--- src/rtl/uart_pkg.sv ---
// uart_pkg
// Shared definitions for the UART receive path: controller state encoding,
// the bit-period reload table indexed by baud select, and the length of the
// post-byte guard window.
package uart_pkg;

  typedef enum logic [1:0] {
    ST_OFF   = 2'd0,
    ST_IDLE  = 2'd1,
    ST_BUSY  = 2'd2,
    ST_GUARD = 2'd3
  } rx_state_t;

  // Cycles spent in GUARD after a byte, covering the stop-bit tail.
  localparam int GUARD_CYC = 32;

  // Terminal count of the bit-period counter (counter runs 0..N, so one bit
  // lasts N+1 clocks at 100 MHz).
  function automatic logic [13:0] baud_cnt(input logic [2:0] sel);
    logic [13:0] n;
    case (sel)
      3'd0:    n = 14'd10416;
      3'd1:    n = 14'd5208;
      3'd2:    n = 14'd2604;
      3'd3:    n = 14'd1736;
      3'd4:    n = 14'd868;
      3'd5:    n = 14'd434;
      3'd6:    n = 14'd217;
      default: n = 14'd108;
    endcase
    return n;
  endfunction

endpackage

--- src/rtl/uart_rx_fifo.sv ---
// uart_rx_fifo
// Show-ahead byte FIFO for received characters with sticky overrun flag.
// Ports:
//   clock, resetn      clock, synchronous active-low reset
//   push, wr_data      write strobe and byte (dropped when full and no pop)
//   pop                pop request (ignored while empty)
//   ovr_clr            clears ovr_flag (a same-cycle overrun wins)
//   rd_data            head byte, 0 while empty
//   level, empty, full registered occupancy status
//   ovr_flag           sticky overrun flag
//   push_acc, pop_acc  accepted push / pop this cycle
module uart_rx_fifo #(
  parameter  int DEPTH = 8,
  localparam int AW    = $clog2(DEPTH)
) (
  input  logic          clock,
  input  logic          resetn,
  input  logic          push,
  input  logic [7:0]    wr_data,
  input  logic          pop,
  input  logic          ovr_clr,
  output logic [7:0]    rd_data,
  output logic [AW:0]   level,
  output logic          empty,
  output logic          full,
  output logic          ovr_flag,
  output logic          push_acc,
  output logic          pop_acc
);

  logic [7:0]    mem [DEPTH];
  logic [AW-1:0] wr_ptr_reg, rd_ptr_reg;
  logic [AW:0]   level_reg, level_next;
  logic          empty_reg, full_reg, ovr_reg;

  assign pop_acc  = pop && !empty_reg;
  // A push into a full FIFO is still accepted when the head leaves this cycle.
  assign push_acc = push && (!full_reg || pop_acc);

  always_comb begin
    level_next = level_reg;
    if (push_acc && !pop_acc)
      level_next = level_reg + (AW+1)'(1);
    else if (pop_acc && !push_acc)
      level_next = level_reg - (AW+1)'(1);
  end

  always_ff @(posedge clock) begin
    if (push_acc)
      mem[wr_ptr_reg] <= wr_data;
  end

  always_ff @(posedge clock) begin
    if (!resetn) begin
      wr_ptr_reg <= '0;
      rd_ptr_reg <= '0;
      level_reg  <= '0;
      empty_reg  <= 1'b1;
      full_reg   <= 1'b0;
      ovr_reg    <= 1'b0;
    end else begin
      if (push_acc) wr_ptr_reg <= wr_ptr_reg + AW'(1);
      if (pop_acc)  rd_ptr_reg <= rd_ptr_reg + AW'(1);
      level_reg <= level_next;
      empty_reg <= (level_next == '0);
      full_reg  <= (level_next == (AW+1)'(DEPTH));
      if (push && full_reg && !pop_acc)
        ovr_reg <= 1'b1;
      else if (ovr_clr)
        ovr_reg <= 1'b0;
    end
  end

  // Gate the head with empty so reset and drained states read as 0.
  assign rd_data  = empty_reg ? 8'h00 : mem[rd_ptr_reg];
  assign level    = level_reg;
  assign empty    = empty_reg;
  assign full     = full_reg;
  assign ovr_flag = ovr_reg;

endmodule

--- src/rtl/uart_rx_ctrl.sv ---
// uart_rx_ctrl
// Controller for the uart_rx datapath: enables the receiver, applies baud
// select changes only between frames, tracks frame occupancy from the RX
// line, buffers bytes and raises threshold / timeout / overrun interrupts.
// Ports:
//   clock, resetn            clock, synchronous active-low reset
//   cfg_en, cfg_baud_sel     requested enable and baud select
//   cfg_thresh               IRQ level threshold (0 behaves as 1)
//   rx_line                  raw RX pin
//   uart_en, baud_rx_sel     control to uart_rx
//   rec_valid, rec_dat       byte strobe and data from uart_rx
//   rd_en, rd_data           FIFO pop and show-ahead head
//   fifo_level, empty, full  FIFO status
//   busy                     frame in progress (BUSY or GUARD)
//   ovr_flag, ovr_clr        sticky overrun flag and its clear
//   to_flag                  character timeout
//   irq                      combined interrupt
module uart_rx_ctrl
  import uart_pkg::*;
#(
  parameter  int DEPTH    = 8,
  parameter  int TO_BITS  = 40,
  parameter  int WDG_BITS = 12,
  localparam int AW       = $clog2(DEPTH)
) (
  input  logic          clock,
  input  logic          resetn,
  input  logic          cfg_en,
  input  logic [2:0]    cfg_baud_sel,
  input  logic [AW:0]   cfg_thresh,
  input  logic          rx_line,
  output logic          uart_en,
  output logic [2:0]    baud_rx_sel,
  input  logic          rec_valid,
  input  logic [7:0]    rec_dat,
  input  logic          rd_en,
  output logic [7:0]    rd_data,
  output logic [AW:0]   fifo_level,
  output logic          empty,
  output logic          full,
  output logic          busy,
  output logic          ovr_flag,
  input  logic          ovr_clr,
  output logic          to_flag,
  output logic          irq
);

  localparam int WW = $clog2(WDG_BITS + 1);

  rx_state_t     state_reg, state_next;
  logic [2:0]    baud_sel_reg, baud_sel_next;
  logic          sync1_reg, sync2_reg;
  logic [13:0]   tick_cnt_reg;
  logic [WW-1:0] wdg_cnt_reg;
  logic [5:0]    to_cnt_reg;
  logic          to_flag_reg, uart_en_reg, busy_reg;
  logic          start_edge, bit_tick, state_chg;
  logic          push_acc, pop_acc;
  logic [AW:0]   thresh_eff;

  // Same falling-edge detector as uart_rx, so both see the start together.
  assign start_edge = !sync1_reg && sync2_reg;
  // >= rather than == so a select change in IDLE that shortens the period
  // while the counter is already past the new terminal still ticks at once.
  assign bit_tick   = (tick_cnt_reg >= baud_cnt(baud_sel_reg));
  assign state_chg  = (state_next != state_reg);

  always_comb begin
    state_next    = state_reg;
    baud_sel_next = baud_sel_reg;
    case (state_reg)
      ST_OFF: begin
        if (cfg_en) begin
          state_next    = ST_IDLE;
          baud_sel_next = cfg_baud_sel;
        end
      end
      ST_IDLE: begin
        if (!cfg_en)
          state_next = ST_OFF;
        else if (start_edge)
          state_next = ST_BUSY;           // a coincident select change waits
        else if (cfg_baud_sel != baud_sel_reg)
          baud_sel_next = cfg_baud_sel;
      end
      ST_BUSY: begin
        if (rec_valid)
          state_next = ST_GUARD;
        else if (bit_tick && wdg_cnt_reg == WW'(WDG_BITS - 1))
          state_next = ST_GUARD;          // frame abandoned by watchdog
      end
      ST_GUARD: begin
        // The tick counter restarts on GUARD entry and never reaches a bit
        // terminal within the guard window, so it doubles as the cycle count.
        if (tick_cnt_reg == 14'(GUARD_CYC - 1)) begin
          if (!cfg_en)
            state_next = ST_OFF;
          else begin
            state_next    = ST_IDLE;
            baud_sel_next = cfg_baud_sel;
          end
        end
      end
      default: state_next = ST_OFF;
    endcase
  end

  always_ff @(posedge clock) begin
    if (!resetn) begin
      state_reg    <= ST_OFF;
      baud_sel_reg <= 3'd0;
      sync1_reg    <= 1'b1;
      sync2_reg    <= 1'b1;
      tick_cnt_reg <= '0;
      wdg_cnt_reg  <= '0;
      to_cnt_reg   <= '0;
      to_flag_reg  <= 1'b0;
      uart_en_reg  <= 1'b0;
      busy_reg     <= 1'b0;
    end else begin
      state_reg    <= state_next;
      baud_sel_reg <= baud_sel_next;
      sync1_reg    <= rx_line;
      sync2_reg    <= sync1_reg;
      uart_en_reg  <= (state_next != ST_OFF);
      busy_reg     <= (state_next == ST_BUSY) || (state_next == ST_GUARD);

      if (state_chg || bit_tick)
        tick_cnt_reg <= '0;
      else
        tick_cnt_reg <= tick_cnt_reg + 14'd1;

      if (state_chg)
        wdg_cnt_reg <= '0;
      else if (state_reg == ST_BUSY && bit_tick)
        wdg_cnt_reg <= wdg_cnt_reg + WW'(1);

      // Idle-character counter saturates at the timeout value.
      if (push_acc || pop_acc || empty)
        to_cnt_reg <= '0;
      else if (state_reg == ST_IDLE && bit_tick && to_cnt_reg != 6'(TO_BITS))
        to_cnt_reg <= to_cnt_reg + 6'd1;

      if (pop_acc || empty)
        to_flag_reg <= 1'b0;
      else if (to_cnt_reg == 6'(TO_BITS))
        to_flag_reg <= 1'b1;
    end
  end

  uart_rx_fifo #(.DEPTH(DEPTH)) u_fifo (
    .clock    (clock),
    .resetn   (resetn),
    .push     (rec_valid),
    .wr_data  (rec_dat),
    .pop      (rd_en),
    .ovr_clr  (ovr_clr),
    .rd_data  (rd_data),
    .level    (fifo_level),
    .empty    (empty),
    .full     (full),
    .ovr_flag (ovr_flag),
    .push_acc (push_acc),
    .pop_acc  (pop_acc)
  );

  assign thresh_eff  = (cfg_thresh == '0) ? (AW+1)'(1) : cfg_thresh;
  assign irq         = (fifo_level >= thresh_eff) || to_flag_reg || ovr_flag;
  assign uart_en     = uart_en_reg;
  assign baud_rx_sel = baud_sel_reg;
  assign busy        = busy_reg;
  assign to_flag     = to_flag_reg;

endmodule

--- config.mk ---
export PLATFORM = sky130hd
export DESIGN_NAME = uart_rx_ctrl
export DESIGN_NICKNAME = d
export VERILOG_FILES = /design/src/rtl/uart_pkg.sv /design/src/rtl/uart_rx_fifo.sv /design/src/rtl/uart_rx_ctrl.sv
export SDC_FILE = /design/constraint.sdc
export NUM_CORES = 1
export LEC_CHECK = 0
export ABC_AREA = 1
export CAP_MARGIN = 20
export CORE_MARGIN = 4
export CORE_UTILIZATION = 60
export DETAILED_ROUTE_END_ITERATION = 10
export PLACE_DENSITY = 0.81
export SLEW_MARGIN = 10
export SYNTH_ARGS = -nofsm -noshare
export SYNTH_HDL_FRONTEND = slang
export SYNTH_SLANG_ARGS = --single-unit
--- constraint.sdc ---
create_clock -name clock -period 8.2 [get_ports clock]
set_clock_uncertainty 0.2 [all_clocks]
set_input_delay 2.46 -clock clock [delete_from_list [all_inputs] [get_ports clock]]
set_output_delay 2.46 -clock clock [all_outputs]
set_load 0.05 [all_outputs]
==> out/qor.yml <==
run_status:
  status: "finished clean"
route:
  dr.pass1.iters: 4
  num_vias: 4178
  drt_iter0_drc: 189
  via_per_inst: 5.571
  drt_wl_total_mm: 11.29
  post_drt_wl_per_cell_um: 15.05
  drtAntennaViolNets: 0
  route.detailed.drc: 0
worst_setup_path:
  crit_chain: "clkdlybuf4s50_1 > inv_1 > a31o_2 > ha_1 > o21a_1 > o21a_1 > o21ai_0 > nand2_1 > clkdlybuf4s50_1"
  crit_fanout: 2
  startpoint_type: "primary input"
  worst-path-buf-inv: 3
  critPathKind: "in -> out"
  cp-end-kind: "output port"
  slowest_delay_ps: 710
  path_delay_family: "buffers and inverters"
  slowest_stage: "clkdlybuf4s50_1"
  cp_data_required_time_ps: 5540
  arrival_ps: 4800
finish:
  drive_above_1_share: 0.1075
  antenna_cells: 0
  syn_to_final_growth_pct: 20.16
  nFillCells: 587
  final_nets: 677
  final_cells: 750
  post-route-util: 0.7397
  largest_register_ffs: 64
logic_synthesis:
  synth_seq_cells: 113
  synth_seq_area_share: 0.5407
  synth_flop_cell: "edfxtp_1"
  syn_area_um2: 5369
  synth.area.top_cells: "edfxtp_1 (36%), dfxtp_1 (18%), nor2_1 (7.1%)"
  async_flop_share: 0
  synthCells: 579
  yosys_warnings: 0
  synth_edf_count: 64
  synth_top_area_frac: 0.3580
  post_synth_num_cell_types: 37
  syn_nets: 627
  syn_area_per_cell_um2: 9.273
  yosysTopAreaCell: "edfxtp_1"
floorplan:
  die_h_um: 102.6
  core_um2: 8721
  rows: 34
  die_w_um: 102.6
  dieArea_um2: 10530
  io_pins: 44
  initial_core_util: 0.6156
pwr:
  p_per_area_nw_per_um2: 249.1
  total_leakage_power_nw: 2.475
  vdd_drop_max_mv: 0.1793
worst_hold_path:
  hold_class: "reg -> reg"
global_route:
  grt_max_degree: 34
  grt_pass1_wl_mm: 18.39
  antenna_found_initial: 0
  grt_pass1_vias: 4104
  grt_use_total: 0.2245
  grt_overflow: 0
placement:
  finalWeightedCongestion: 0.8048
  port_buffers: 43
  pre_cts_ws_ps: 761.6
  dpl.hpwl_mm: 7.488
  dpl.cell_count: 717
sta:
  tns_ps: 0
  setup_viol: 0
  worst_slack_ps: 744.7
  finalCritPeriodShare: 0.9092
  rsz0062_at_grt: "false"
  timing.final.crit_period_ps: 7455
  slew_headroom: 0.3983
  maxSlewViolCount: 0
  hold_viol_final: 0
  worst_slew_pin_slew_ps: 899.2
  fmax_mhz: 134.1
  whs_ps: 220.1
clock_tree:
  cts_hold_repair.buffers: 0
  cts_tree: "done"
  clock_path_buffers: 2
  post_cts_buffers: 0
  numCtsBuffers: 17
  clkLatencyLatePin_ps: 510
  cts_sinks: 113
  root_buffer: "clkbuf_8"
  path_clk_slew_ps: 60
  htreeDepth: 4
  cts_resized: 0
job:
  max_cap_viol_count: 0
## worst paths after layout
check	from	to	slack (ps)	cells past startpoint
max	cfg_thresh[3]	irq	740	9
min reg2reg	sync1_reg	sync2_reg	220	2
min	sync1_reg	sync2_reg	220	2
max reg2reg	baud_rx_sel[0]	to_cnt_reg[3]	5200	17
## metal layers
| layer | wire (µm) | vias to the layer above | part of all wire | track usage |
|---|---|---|---|---|
| met2 | 5603 | 133 | 0.50 | 0.3873 |
| met3 | 698 | 18 | 0.062 | 0.06225 |
| met4 | 151 | 0 | 0.013 | 0.07064 |
| li1 | - | 2041 | - | - |
| met5 | 0 | - | 0 | 0 |
| met1 | 4832 | 1986 | 0.43 | 0.2736 |
## worst register-to-register path, delay by kind of cell, from the launching register on
kind / cells / cell delay [ps]
adders and majority gates: 1 / 270
and+or+nand+nor: 13 / 1530
buffers and inverters: 2 / 320
DFF: 1 / 420
xor gates and xnor gates: 1 / 170
## cells by family (layout without fill, tap and decap cells)
kind of cell	after synthesis	count (layout)	synth area share
xor+xnor	22	22	0.03589
flops	113	113	0.5407
buf+inv	87	150	0.06222
fa+ha+maj	26	26	0.06059
compound gates	101	101	0.1042
simple gates	230	230	0.1965
## cell usage after synthesis, types with 3 or more instances
library cell,n
a21oi_1,20
a31oi_1,9
clkbuf_1,11
dfxtp_1,49
edfxtp_1,64
ha_1,26
inv_1,68
inv_2,5
nand2_1,65
nand3_1,21
nand3_2,5
nand4_1,4
nor2_1,101
nor2_2,13
nor3_1,6
nor3_2,4
o21a_1,3
o21ai_0,54
o22ai_1,9
xnor2_1,4
xor2_1,18
## final cells by class
| class | count | area [µm²] | area share |
|---|---|---|---|
| Multi-Input combinational cell | 379 | 2132 | 0.3305 |
| Tap cell | 108 | 135.1 | 0.02095 |
| Sequential cell | 113 | 2903 | 0.4500 |
| Timing Repair Buffer | 44 | 457.9 | 0.07099 |
| Inverter | 74 | 277.8 | 0.04306 |
| Clock inverter | 13 | 103.9 | 0.01610 |
| Clock buffer | 19 | 441.7 | 0.06846 |
## per-stage QoR
stage	power [mW]	instance area, µm²
after CTS	1.604	6424
after floorplan	0.8590	5369
final	1.607	6451
after detailed placement	0.9497	5878
after global placement	0.9405	5878
after global routing	1.671	6451
## power by group
group | total [mW] | leakage (nW) | internal, mW | switching, mW
Clock | 0.660 | 0.254 | 0.391 | 0.270
Combinational | 0.300 | 1.24 | 0.102 | 0.198
Sequential | 0.647 | 0.980 | 0.622 | 0.0245
Total | 1.61 | 2.47 | 1.12 | 0.492
## placed cells by master, fill, tap and decap left out, types with 9 or more instances in the layout
cell	instances
clkdlybuf4s50_1	43
edfxtp_1	64
nand2_1	65
a21oi_1	20
inv_1	68
nor2_2	13
o21ai_0	54
dfxtp_1	49
ha_1	26
xor2_1	18
o22ai_1	9
a31oi_1	9
clkbuf_16	16
nand3_1	21
nor2_1	101
No activity file was read; power rests on OpenSTA's default activity.
